File: config.mk
export PLATFORM = sky130hd
export DESIGN_NAME = spi_master_flat
export DESIGN_NICKNAME = d
export VERILOG_FILES = /design/src/rtl/spi_master_if.sv /design/src/rtl/spi_master.sv /design/src/flat_wrapper.sv
export SDC_FILE = /design/constraint.sdc
export NUM_CORES = 1
export LEC_CHECK = 0
export BUFFER_PORTS_ARGS = -buffer_cell sky130_fd_sc_hd__buf_2
export CORE_ASPECT_RATIO = 0.7
export CORE_MARGIN = 2
export CORE_UTILIZATION = 57
export CTS_CLUSTER_DIAMETER = 60
export DETAILED_ROUTE_END_ITERATION = 6
export MAX_ROUTING_LAYER = met4
export PLACE_DENSITY = 0.75
export SETUP_SLACK_MARGIN = 0.5
export SLEW_MARGIN = 40
export SYNTH_ARGS = -nofsm -noshare
export SYNTH_HDL_FRONTEND = slang
export SYNTH_SLANG_ARGS = --single-unit
File: constraint.sdc
create_clock -name clk -period 1.9 [get_ports clk]
set_input_delay 0.19 -clock clk [delete_from_list [all_inputs] [get_ports clk]]
set_output_delay 0.19 -clock clk [all_outputs]
set_load 0.03 [all_outputs]
File: src/rtl/spi_master_if.sv
// SPI master control and bus bundle.
// master modport faces the spi_master core.
interface spi_master_if #(
  parameter int DATA_W = 8
);
  logic              start;
  logic [DATA_W-1:0] data_in;
  logic              MISO;
  logic              SCLK;
  logic              MOSI;
  logic              CS;
  logic              busy;
  logic              done;
  logic [DATA_W-1:0] rx;

  modport master (
    input  start, data_in, MISO,
    output SCLK, MOSI, CS, busy, done, rx
  );

  modport slave (
    output start, data_in, MISO,
    input  SCLK, MOSI, CS, busy, done, rx
  );
endinterface

File: src/rtl/spi_master.sv
// Single-word SPI master, MSB first, all four CPOL/CPHA modes.
// SCLK/MOSI/CS are registered; one exchange per accepted start.
module spi_master #(
  parameter logic [1:0] MODE    = 2'd3,
  parameter int         CLK_DIV = 4,
  parameter int         DATA_W  = 8
) (
  input logic          clk,
  input logic          rst_n,
  spi_master_if.master bus
);
  localparam logic CPOL = MODE[1];
  localparam logic CPHA = MODE[0];
  localparam int   CW   = $clog2(CLK_DIV);
  localparam int   EW   = $clog2(2 * DATA_W) + 1;
  localparam logic [CW-1:0] TC   = CW'(CLK_DIV - 1);
  localparam logic [CW-1:0] PRE  = CW'(CLK_DIV - 2);
  localparam logic [EW-1:0] LAST = EW'(2 * DATA_W - 1);

  typedef enum logic [2:0] {
    IDLE, SETUP, XFER, HOLD, GUARD
  } state_t;

  state_t            state, state_n;
  logic [CW-1:0]     cnt, cnt_n;
  logic [EW-1:0]     edges, edges_n;
  logic [DATA_W-1:0] tx_sh, tx_sh_n;
  logic [DATA_W-1:0] rx_sh, rx_sh_n;
  logic [DATA_W-1:0] rx_q, rx_n;
  logic sclk, sclk_n;
  logic mosi, mosi_n;
  logic cs, cs_n;
  logic busy, busy_n;
  logic done, done_n;
  logic tc, lead;

  assign tc   = (cnt == TC);
  assign lead = (sclk == CPOL);

  always_ff @(posedge clk or negedge rst_n) begin
    if (!rst_n) begin
      state <= IDLE;
      cnt   <= '0;
      edges <= '0;
      tx_sh <= '0;
      rx_sh <= '0;
      rx_q  <= '0;
      sclk  <= CPOL;
      mosi  <= 1'b0;
      cs    <= 1'b1;
      busy  <= 1'b0;
      done  <= 1'b0;
    end else begin
      state <= state_n;
      cnt   <= cnt_n;
      edges <= edges_n;
      tx_sh <= tx_sh_n;
      rx_sh <= rx_sh_n;
      rx_q  <= rx_n;
      sclk  <= sclk_n;
      mosi  <= mosi_n;
      cs    <= cs_n;
      busy  <= busy_n;
      done  <= done_n;
    end
  end

  always_comb begin
    state_n = state;
    cnt_n   = cnt;
    edges_n = edges;
    tx_sh_n = tx_sh;
    rx_sh_n = rx_sh;
    rx_n    = rx_q;
    sclk_n  = sclk;
    mosi_n  = mosi;
    cs_n    = cs;
    busy_n  = busy;
    done_n  = 1'b0;
    unique case (state)
      IDLE: begin
        cnt_n   = '0;
        edges_n = '0;
        if (bus.start) begin
          tx_sh_n = bus.data_in;
          rx_sh_n = '0;
          cs_n    = 1'b0;
          busy_n  = 1'b1;
          state_n = SETUP;
          if (!CPHA) mosi_n = bus.data_in[DATA_W-1];
        end
      end
      SETUP: begin
        // preload terminal count so edge 1 lands CLK_DIV after CS falls
        if (cnt == PRE) begin
          cnt_n   = TC;
          state_n = XFER;
        end else begin
          cnt_n = cnt + 1'b1;
        end
      end
      XFER: begin
        if (tc) begin
          cnt_n   = '0;
          sclk_n  = ~sclk;
          edges_n = edges + 1'b1;
          if (lead != CPHA) begin
            rx_sh_n = {rx_sh[DATA_W-2:0], bus.MISO};
          end else if (CPHA) begin
            mosi_n  = tx_sh[DATA_W-1];
            tx_sh_n = tx_sh << 1;
          end else if (edges != LAST) begin
            mosi_n  = tx_sh[DATA_W-2];
            tx_sh_n = tx_sh << 1;
          end
          if (edges == LAST) state_n = HOLD;
        end else begin
          cnt_n = cnt + 1'b1;
        end
      end
      HOLD: begin
        if (tc) begin
          cnt_n   = '0;
          cs_n    = 1'b1;
          mosi_n  = 1'b0;
          rx_n    = rx_sh;
          done_n  = 1'b1;
          state_n = GUARD;
        end else begin
          cnt_n = cnt + 1'b1;
        end
      end
      GUARD: begin
        if (tc) begin
          cnt_n   = '0;
          busy_n  = 1'b0;
          state_n = IDLE;
        end else begin
          cnt_n = cnt + 1'b1;
        end
      end
      default: state_n = IDLE;
    endcase
  end

  assign bus.SCLK = sclk;
  assign bus.MOSI = mosi;
  assign bus.CS   = cs;
  assign bus.busy = busy;
  assign bus.done = done;
  assign bus.rx   = rx_q;
endmodule

File: src/flat_wrapper.sv
// flat-port wrapper written by rule: the top's interface ports become plain ports
module spi_master_flat 
#(
  parameter logic [1:0] MODE    = 2'd3,
  parameter int         CLK_DIV = 4,
  parameter int         DATA_W  = 8
)
  (clk, rst_n, bus_start, bus_data_in, bus_MISO, bus_SCLK, bus_MOSI, bus_CS, bus_busy, bus_done, bus_rx);
  spi_master_if #(.DATA_W(DATA_W)) bus_i ();
  input logic clk;
  input logic rst_n;
  input wire logic [$bits(bus_i.start)-1:0] bus_start;
  input wire logic [$bits(bus_i.data_in)-1:0] bus_data_in;
  input wire logic [$bits(bus_i.MISO)-1:0] bus_MISO;
  output wire logic [$bits(bus_i.SCLK)-1:0] bus_SCLK;
  output wire logic [$bits(bus_i.MOSI)-1:0] bus_MOSI;
  output wire logic [$bits(bus_i.CS)-1:0] bus_CS;
  output wire logic [$bits(bus_i.busy)-1:0] bus_busy;
  output wire logic [$bits(bus_i.done)-1:0] bus_done;
  output wire logic [$bits(bus_i.rx)-1:0] bus_rx;
  assign bus_i.start = bus_start;
  assign bus_i.data_in = bus_data_in;
  assign bus_i.MISO = bus_MISO;
  assign bus_SCLK = bus_i.SCLK;
  assign bus_MOSI = bus_i.MOSI;
  assign bus_CS = bus_i.CS;
  assign bus_busy = bus_i.busy;
  assign bus_done = bus_i.done;
  assign bus_rx = bus_i.rx;
  spi_master #(.MODE(MODE), .CLK_DIV(CLK_DIV), .DATA_W(DATA_W)) u_core (.clk(clk), .rst_n(rst_n), .bus(bus_i));
endmodule
==> results.py, run 1 <==
metrics = {
    "run_status": {
        "status": "finished, final reports clean",
    },
    "cells_and_area": {
        "antenna_cells": 0,
        "syn_to_final_growth_pct": 33.6,
        "nets": 235,
        "fillers": 185,
        "drive_gt1_share_pct": 46.8,
        "final_common_cell": "dfrtp_1",
        "layout_common_cells": "dfrtp_1, buf_4, buf_2, nand2_1",
    },
    "die": {
        "die_y_um": 52.9,
        "die_w_um": 73.8,
        "initial_utilization_pct": 60.6,
        "design.die.area_um2": 3900,
        "core_area_um2": 3210,
        "rows": 17,
        "num_io_pins": 25,
    },
    "placed_design": {
        "hpwlAfterDp_um": 2520,
        "globalplace.congestion": 0.785,
        "portBuffers": 24,
    },
    "timing": {
        "finalSetupViolCount": 0,
        "clock.fmax_ghz": 0.642,
        "slew_headroom_pct": 72.0,
        "grt_setup_unrepaired": "true",
        "holdWs_ns": 0.133,
        "fin_skew_ns": 0.00698,
        "hold_viol_final": 0,
        "fin_crit_ns": 1.56,
        "slew_violations": 0,
        "worst_pin_slew_ns": 0.420,
        "min_period_over_period_pct": 82.0,
        "tns_ns": 0,
    },
    "power_and_ir_drop": {
        "power_mw": 4.55,
        "peakVddDrop_uv": 1000,
        "power_density_nw_per_um2": 1750,
        "p_leak_nw": 1.23,
    },
    "min_path": {
        "hold_start": "bus_data_in[0]",
        "hold_end": "u_core.tx_sh[0]",
        "holdCritPathClass": "in -> reg",
        "hold_depth": 2,
    },
    "clocking": {
        "cts_tree": "done",
        "cts_sinks": 39,
        "numCtsBuffers": 5,
        "path_clk_slew_ns": 0.08,
        "worstSkewPairLatency_ns": 0.30,
        "clockRootBuffer": "clkbuf_8",
        "h-tree-depth": 2,
        "ctsLongestPathBuffers": 2,
    },
    "global_routing": {
        "grt_pass1_wl_um": 7180,
        "grt_overflow": 0,
        "track_usage_pct": 25.9,
        "grt_pass1_vias": 1484,
        "antenna_found_initial": 0,
        "grt_max_degree": 25,
    },
    "setup_path": {
        "start_kind": "flip-flop",
        "required_ns": 2.13,
        "cp_max_fo": 3,
        "endpoint_kind": "flip-flop",
        "reg2reg_from": "u_core.edges[0]",
        "r2r_slack_ns": 0.34,
        "cp.arrival_ns": 1.79,
        "worstSetupPathType": "reg -> reg",
        "r2r_cells": 6,
        "rr_endpoint": "u_core.state[0]",
    },
    "synthesis": {
        "synth.distinct_cells": 47,
        "synth_top_family_by_area": "compound AO/OA/AOI/OAI gates",
        "synth_mux_area_share_pct": 6.30,
        "synthCells": 163,
        "synth-compound-area-share_pct": 21.5,
        "synth_edf_count": 0,
        "synth_xor_area_share_pct": 0,
        "synth.area.top_cells": "dfrtp_1, mux2_2, a221o_1",
        "yosys_most_used_dff": "dfrtp_1",
        "synthSimpleGateAreaFrac_pct": 13.8,
        "ys_ff_latch": 39,
        "yosys_warnings": 0,
        "yosysTopAreaCellShare_pct": 47.6,
        "yosys.area.top_type": "dfrtp_1",
        "synthArstFlopShare_pct": 100,
        "synth_fa_ha_area_share_pct": 2.57,
        "seq_area_frac_synth_pct": 50.3,
        "synth_fp_nets": 179,
        "synth_area_um2": 1950,
        "syn_area_per_cell_um2": 11.9,
    },
    "routing": {
        "drtPass1Iterations": 4,
        "route.detailed.drc": 0,
        "totalWireLength_um": 4720,
        "wl_per_cell_um": 17.7,
        "drtIter0Drc": 132,
        "final_antenna_net_count": 0,
        "vias": 1606,
        "vias_per_cell": 6.01,
    },
    "flow_run": {
        "cap_violations": 0,
    },
}
-- how the worst max path moves through the flow --
stage / startpoint / to / slack, ns / cells after the start
floorplan: u_core.cnt[0] / u_core.rx_sh[1] / 0.40 / 5
global placement: u_core.cnt[0] / u_core.rx_sh[4] / 0.15 / 4
detailed placement: u_core.cnt[0] / u_core.rx_sh[0] / 0.06 / 4
CTS: u_core.edges[1] / u_core.state[0] / 0.37 / 6
global route: u_core.edges[1] / u_core.edges[4] / 0.28 / 6
finish: u_core.edges[0] / u_core.state[0] / 0.34 / 6
-- registers in the layout, indices dropped and copies added, names as in the netlist --
register,count
u_core.bus.CS,1
u_core.bus.MOSI,1
u_core.bus.SCLK,1
u_core.bus.busy,1
u_core.bus.done,1
u_core.bus.rx,8
u_core.cnt,2
u_core.edges,5
u_core.rx_sh,8
u_core.state,3
u_core.tx_sh,8
-- repair_timing --
action / in CTS / in global routing
endpoints found under the setup margin: 35 / 31
pin swaps: 6 / 3
hold buffers: 1 / 0
endpoints found under the hold margin: 14 / 0
setup buffers: 23 / 5
gates resized for setup: 20 / 7
gates cloned: 1 / 0
-- Yosys cell counts, drive strengths merged, types with 2 or more instances --
master and instances:
clkbuf 2, ha 4, a31oi 2, nand2 12
mux2 8, buf 9, a21oi 5, o211a 8
inv 6, o221a 7, nor4b 4, dfstp 2
or2b 6, a221o 8, dfrtp 37, o21ai 8
nor2b 2, nor2 5, o2bb2ai 2, nand4 3
nand3 3
-- metrics by stage --
step | utilization [%] | cell area [um^2] | std cells | setup slack, ns
2_1_floorplan | - | 1970 | 163 | 0.398
3_3_place_gp | 65.3 | 2100 | 228 | 0.149
3_5_place_dp | 66.2 | 2130 | 229 | 0.0571
4_1_cts | 78.5 | 2520 | 262 | 0.369
5_1_grt | 81.0 | 2600 | 267 | 0.275
6_report | 81.0 | 2600 | 267 | 0.342
-- where the power goes --
part	switching (mW)	total, mW	internal [mW]
Sequential	0.329	1.53	1.20
Combinational	1.16	2.31	1.16
Clock	0.314	0.705	0.391
Total	1.80	4.55	2.75
-- layout make-up --
class,count,area [um^2],area share [%]
inverters,7,26.3,1.01
clock inverters,3,43.8,1.68
well taps,47,58.8,2.26
repair buffers,59,413,15.9
multi-input cells,107,1010,38.7
flip-flops and latches,39,982,37.8
clock buffers,5,68.8,2.65
-- cells by family after synthesis --
group	count (synthesis)
compound gates	50
simple gates	42
flops	39
buf+inv	18
mux	10
fa+ha+maj	4
-- critical path, cell delays in order (launching register included) --
cell	delay (ns)
dfrtp_1	0.41
ha_4	0.16
and3_4	0.20
ha_4	0.13
nand2_1	0.04
mux4_2	0.46
nor2_2	0.09
-- per-layer routing --
layer | part of all wire [%] | GRT usage [%] | up-vias
met5 | 0 | - | -
met2 | 48 | 39.9 | 56
met3 | 4.5 | 6.10 | 8
met4 | 1.3 | 11.5 | 0
li1 | - | - | 738
met1 | 46 | 32.9 | 804
(Power assumes the default switching activity.)
==> run 2, diff against run 1 <==
- CORE_UTILIZATION: 57 -> 51
- PLACE_DENSITY: 0.75 -> 0.7
- clock period: 1.9 -> 1.4 ns (I/O delays scaled with it)
==> run 2 against run 1 <==
Effect of this change:
- the run now ends with negative setup slack left
- fmax grew 3.1%
- cell count up 6.0%
- clock skew is 0.0048 ns lower
- clock power increased by 37%
- flip-flop and latch count unchanged
- wire length is 17% higher
- largest cell class unchanged
==> results.py, run 2 (synthesized netlist as in run 1, its figures left out) <==
metrics = {
    "global_routing": {
        "grt_pass1_wl_um": 8940,
        "grt_pass1_vias": 1789,
        "grt_overflow": 0,
        "track_usage_pct": 27.9,
        "antenna_found_initial": 0,
        "grt_max_degree": 22,
    },
    "setup_path": {
        "worstSetupPathType": "reg -> reg",
        "start_kind": "flip-flop",
        "required_ns": 1.64,
        "endpoint_kind": "flip-flop",
        "cp_max_fo": 2,
        "cp.arrival_ns": 1.75,
    },
    "timing": {
        "finalSetupViolCount": 25,
        "worst_slack_ns": -0.111,
        "fin_skew_ns": 0.00217,
        "clock.fmax_ghz": 0.662,
        "fin_crit_ns": 1.51,
        "holdWs_ns": 0.0586,
        "worst_pin_slew_ns": 0.468,
        "slew_violations": 0,
        "grt_setup_unrepaired": "true",
        "min_period_over_period_pct": 108,
        "hold_viol_final": 0,
        "slew_headroom_pct": 68.8,
    },
    "power_and_ir_drop": {
        "power_density_nw_per_um2": 2440,
        "power_frac_clock_pct": 13.8,
        "switchingPower_mw": 2.76,
        "intPower_mw": 4.24,
        "seqPwrFrac_pct": 29.8,
        "peakVddDrop_uv": 1400,
        "switching_share_pct": 39.4,
        "p_leak_nw": 1.33,
        "comb_power_share_pct": 56.4,
    },
    "clocking": {
        "cts_tree": "done",
        "ctsLongestPathBuffers": 2,
        "h-tree-depth": 2,
        "path_clk_slew_ns": 0.08,
        "cts_sinks": 39,
        "numCtsBuffers": 5,
        "worstSkewPairLatency_ns": 0.31,
        "clockRootBuffer": "clkbuf_8",
    },
    "die": {
        "core_area_um2": 3580,
        "initial_utilization_pct": 54.3,
        "die_y_um": 55.7,
        "num_io_pins": 25,
        "design.die.area_um2": 4330,
        "rows": 18,
        "die_w_um": 77.8,
    },
    "cells_and_area": {
        "final_common_cell": "dfrtp_1",
        "drive_gt1_share_pct": 53.6,
        "antenna_cells": 0,
        "syn_to_final_growth_pct": 47.7,
        "nets": 248,
        "utilization_pct": 80.2,
        "final_cell_area_um2": 2870,
        "layout_common_cells": "dfrtp_1, buf_4, buf_6, buf_2, nand2_1",
    },
    "placed_design": {
        "hpwlAfterDp_um": 3020,
        "dpl_cell_area_um2": 2270,
        "globalplace.congestion": 0.920,
        "portBuffers": 24,
    },
    "flow_run": {
        "cap_violations": 0,
    },
    "routing": {
        "drtPass1Iterations": 5,
        "wl_per_cell_um": 19.5,
        "route.detailed.drc": 0,
        "totalWireLength_um": 5530,
        "drtIter0Drc": 134,
        "vias": 1705,
        "vias_per_cell": 6.02,
        "final_antenna_net_count": 0,
    },
    "run_status": {
        "status": "finished, violations left",
        "violations": "negative setup slack",
    },
    "min_path": {
        "holdCritPathClass": "in -> reg",
    },
}
run 2: cell types whose count changed in the layout (fill, tap and decap cells not counted), sizes merged:
| cell | delta |
|---|---|
| buf | +13 |
run 2: metal layers:
| metal | vias up | track usage [%] | share of wire, % |
|---|---|---|---|
| met3 | 15 | 8.28 | 4.3 |
| met2 | 50 | 46.9 | 52 |
| met5 | - | - | 0 |
| li1 | 765 | - | - |
| met1 | 875 | 32.5 | 42 |
| met4 | 0 | 8.16 | 2.0 |
run 2: final timing paths:
kind,start,to,slack (ns),cells past startpoint
hold reg to reg,u_core.tx_sh[2],u_core.tx_sh[2],0.57,1
hold / removal,bus_data_in[0],u_core.tx_sh[0],0.06,2
min in group asynchronous,rst_n,u_core.edges[4],0.31,2
setup / recovery,u_core.edges[1],u_core.state[0],-0.11,6
setup reg to reg,u_core.edges[1],u_core.state[0],-0.11,6
max in group asynchronous,rst_n,u_core.rx_sh[4],0.62,3
run 2: final cells by class:
cell class,instances,area (um^2)
clock inverter,3,43.8
tap,50,62.6
clock buffer,5,68.8
multi-input combinational,107,1060
sequential,39,980
timing repair buffer,72,627
fill,188,708
inverter,7,31.3
run 2: power groups by stage:
stage | logic (mW) | registers, mW | clock network, mW
2_1_floorplan | 1.78 | 2.19 | 0
3_3_place_gp | 2.67 | 1.97 | 0
3_5_place_dp | 2.78 | 2.01 | 0
4_1_cts | 3.59 | 2.04 | 0.958
5_1_grt | 4.18 | 2.14 | 1.04
6_report | 3.95 | 2.09 | 0.968
run 2: what timing repair did:
item,in CTS,in global routing
setup endpoints to repair,52,52
buffers inserted,18,6
gates resized for setup,64,11
endpoints found under the hold margin,16,0
pin swaps,12,11
hold buffers,1,0
gates cloned,1,0
run 2: per-stage QoR:
stage	setup TNS [ns]	total power, mW	instances	setup WS [ns]
after floorplan	-1.72	3.97	163	-0.102
after global placement	-0.155	4.64	249	-0.0676
after detailed placement	-0.857	4.79	249	-0.146
after CTS	-0.670	6.59	277	-0.0790
after global routing	-1.76	7.36	283	-0.140
final	-1.12	7.00	283	-0.111
run 2: critical path, cell delays in order, from the launching register on:
cell and delay [ns]:
dfrtp_1 0.38, ha_2 0.19, and3_4 0.19, ha_4 0.12, nand2_2 0.05, mux4_2 0.44
nor2_1 0.09
==> run 3, diff against run 2 <==
- CORE_UTILIZATION: 51 -> 25
- PLACE_DENSITY: 0.7 -> 0.38
==> run 3 against run 2 <==
Effect of this change:
- sequential power is essentially flat
- fmax fell by 1.0%
- flip-flop and latch count is the same
- wire length decreased by 2.4%
- clock-buffer cell count did not move
- power up 4.3%
- the flow still finishes with violations (negative setup slack)
==> results.py, run 3 (synthesized netlist as in run 1, its figures left out) <==
metrics = {
    "cells_and_area": {
        "syn_to_final_growth_pct": 57.9,
        "antenna_cells": 0,
        "nets": 251,
        "final_common_cell": "dfrtp_1",
        "layout_common_cells": "dfrtp_1, buf_6, buf_4, buf_2",
        "drive_gt1_share_pct": 57.6,
        "fillers": 710,
        "final_cell_area_um2": 3070,
    },
    "routing": {
        "drtIter0Drc": 76,
        "vias_per_cell": 4.91,
        "final_antenna_net_count": 0,
        "vias": 1639,
        "route.detailed.drc": 0,
        "totalWireLength_um": 5400,
        "wl_per_cell_um": 16.2,
        "drtPass1Iterations": 4,
    },
    "global_routing": {
        "track_usage_pct": 13.7,
        "grt_pass1_wl_um": 8730,
        "grt_pass1_vias": 1701,
        "antenna_found_initial": 0,
        "grt_overflow": 0,
        "busiest_layer": "met2",
        "met3_usage_pct": 2.77,
        "grt_max_degree": 40,
        "grtUsageMet1_pct": 17.9,
        "met2_usage_pct": 22.2,
    },
    "die": {
        "core_area_um2": 7420,
        "rows": 26,
        "die_w_um": 109,
        "design.die.area_um2": 8520,
        "num_io_pins": 25,
        "die_y_um": 77.8,
        "initial_utilization_pct": 26.2,
    },
    "placed_design": {
        "hpwlAfterDp_um": 3240,
        "globalplace.congestion": 0.783,
        "portBuffers": 24,
        "dpl_cell_area_um2": 2330,
    },
    "clocking": {
        "cts_sinks": 39,
        "cts_tree": "done",
        "worstSkewPairLatency_ns": 0.28,
        "numCtsBuffers": 5,
        "h-tree-depth": 2,
        "clockRootBuffer": "clkbuf_8",
        "ctsLongestPathBuffers": 2,
        "path_clk_slew_ns": 0.08,
    },
    "power_and_ir_drop": {
        "power_mw": 7.30,
        "p_leak_nw": 1.38,
        "peakVddDrop_uv": 887,
        "power_density_nw_per_um2": 2380,
    },
    "timing": {
        "finalSetupViolCount": 19,
        "slew_headroom_pct": 74.7,
        "fin_skew_ns": 0.00836,
        "hold_viol_final": 0,
        "holdWs_ns": 0.0819,
        "clock.fmax_ghz": 0.655,
        "fin_crit_ns": 1.53,
        "worst_pin_slew_ns": 0.380,
        "worst_slack_ns": -0.126,
        "min_period_over_period_pct": 109,
        "grt_setup_unrepaired": "true",
        "slew_violations": 0,
    },
    "min_path": {
        "holdCritPathClass": "in -> reg",
    },
    "setup_path": {
        "endpoint_kind": "flip-flop",
        "cpMaxStageDelayCell": "mux4_2",
        "crit_chain": "ha_2, and3_4, ha_4, nand2_2, mux4_2, nor2_2",
        "cp_max_fo": 2,
        "cpPeakStageDelay_ns": 0.45,
        "required_ns": 1.62,
        "start_kind": "flip-flop",
        "cp.arrival_ns": 1.74,
        "worstSetupPathType": "reg -> reg",
    },
    "flow_run": {
        "cap_violations": 0,
    },
    "run_status": {
        "violations": "negative setup slack",
        "status": "finished, violations left",
    },
}
## run 3: cell count changes in the layout (fill, tap and decap cells not counted), moves of 2 or more
cell / previous run / this run
buf_4: 35 / 29
nand2_2: 1 / 3
nand2_1: 10 / 8
nor2_2: 0 / 2
nor4b_4: 2 / 4
buf_8: 0 / 2
o2bb2ai_2: 0 / 2
o2bb2ai_1: 2 / 0
buf_6: 23 / 29
## run 3: cell type report
| cell class | instances | area [um^2] | share of cell area (%) |
|---|---|---|---|
| clock buffer | 5 | 68.8 | 2.24 |
| clock inverter | 3 | 43.8 | 1.43 |
| inverter | 7 | 28.8 | 0.936 |
| multi-input combinational | 107 | 1120 | 36.5 |
| sequential | 39 | 981 | 31.9 |
| tap | 98 | 123 | 3.99 |
| timing repair buffer | 75 | 707 | 23.0 |
## run 3: metrics by stage
stage | TNS, ns | setup slack [ns] | instances | util (%)
floorplan | -1.72 | -0.102 | 163 | -
global placement | -0.605 | -0.0744 | 298 | 31.4
detailed placement | -1.09 | -0.128 | 298 | 31.4
CTS | -1.14 | -0.122 | 322 | 38.8
global route | -3.09 | -0.180 | 334 | 41.4
finish | -1.53 | -0.126 | 334 | 41.4
## run 3: critical path: cells and delay by family (launching register included)
kind                       cells  cell delay [ns]
adders and majority gates      2             0.31
DFF                            1             0.36
muxes                          1             0.45
and+or+nand+nor                3             0.33
## run 3: where the power goes
part	switching (mW)	leakage [nW]	total (mW)	internal [mW]
clock	0.418	0.0581	0.949	0.531
combinational	1.93	0.850	4.28	2.35
sequential	0.438	0.471	2.07	1.63
total	2.79	1.38	7.30	4.51
## run 3: per-layer routing
| metal | wire, um | part of all wire [%] | up-vias |
|---|---|---|---|
| met1 | 2520 | 47 | 841 |
| met3 | 158 | 2.9 | 2 |
| li1 | - | - | 774 |
| met5 | 0 | 0 | - |
| met2 | 2690 | 50 | 22 |
| met4 | 28 | 0.52 | 0 |
## run 3: worst paths after layout
check | slack, ns | to | startpoint | cells past startpoint
min in group asynchronous | 0.37 | u_core.cnt[1] | rst_n | 3
worst max-delay path | -0.13 | u_core.state[0] | u_core.edges[1] | 6
worst max register to register | -0.13 | u_core.state[0] | u_core.edges[1] | 6
worst min-delay path | 0.08 | u_core.rx_sh[0] | bus_MISO | 2
worst min register to register | 0.54 | u_core.bus.rx[4] | u_core.bus.rx[4] | 1
max in group asynchronous | 0.69 | u_core.bus.SCLK | rst_n | 3
## run 3: timing repair
action,CTS,global route
setup buffers,13,12
hold buffers,1,0
pin swaps,13,16
endpoints found under the setup margin,52,90
gates cloned,2,0
endpoints found under the hold margin,37,0
resized for setup,69,26
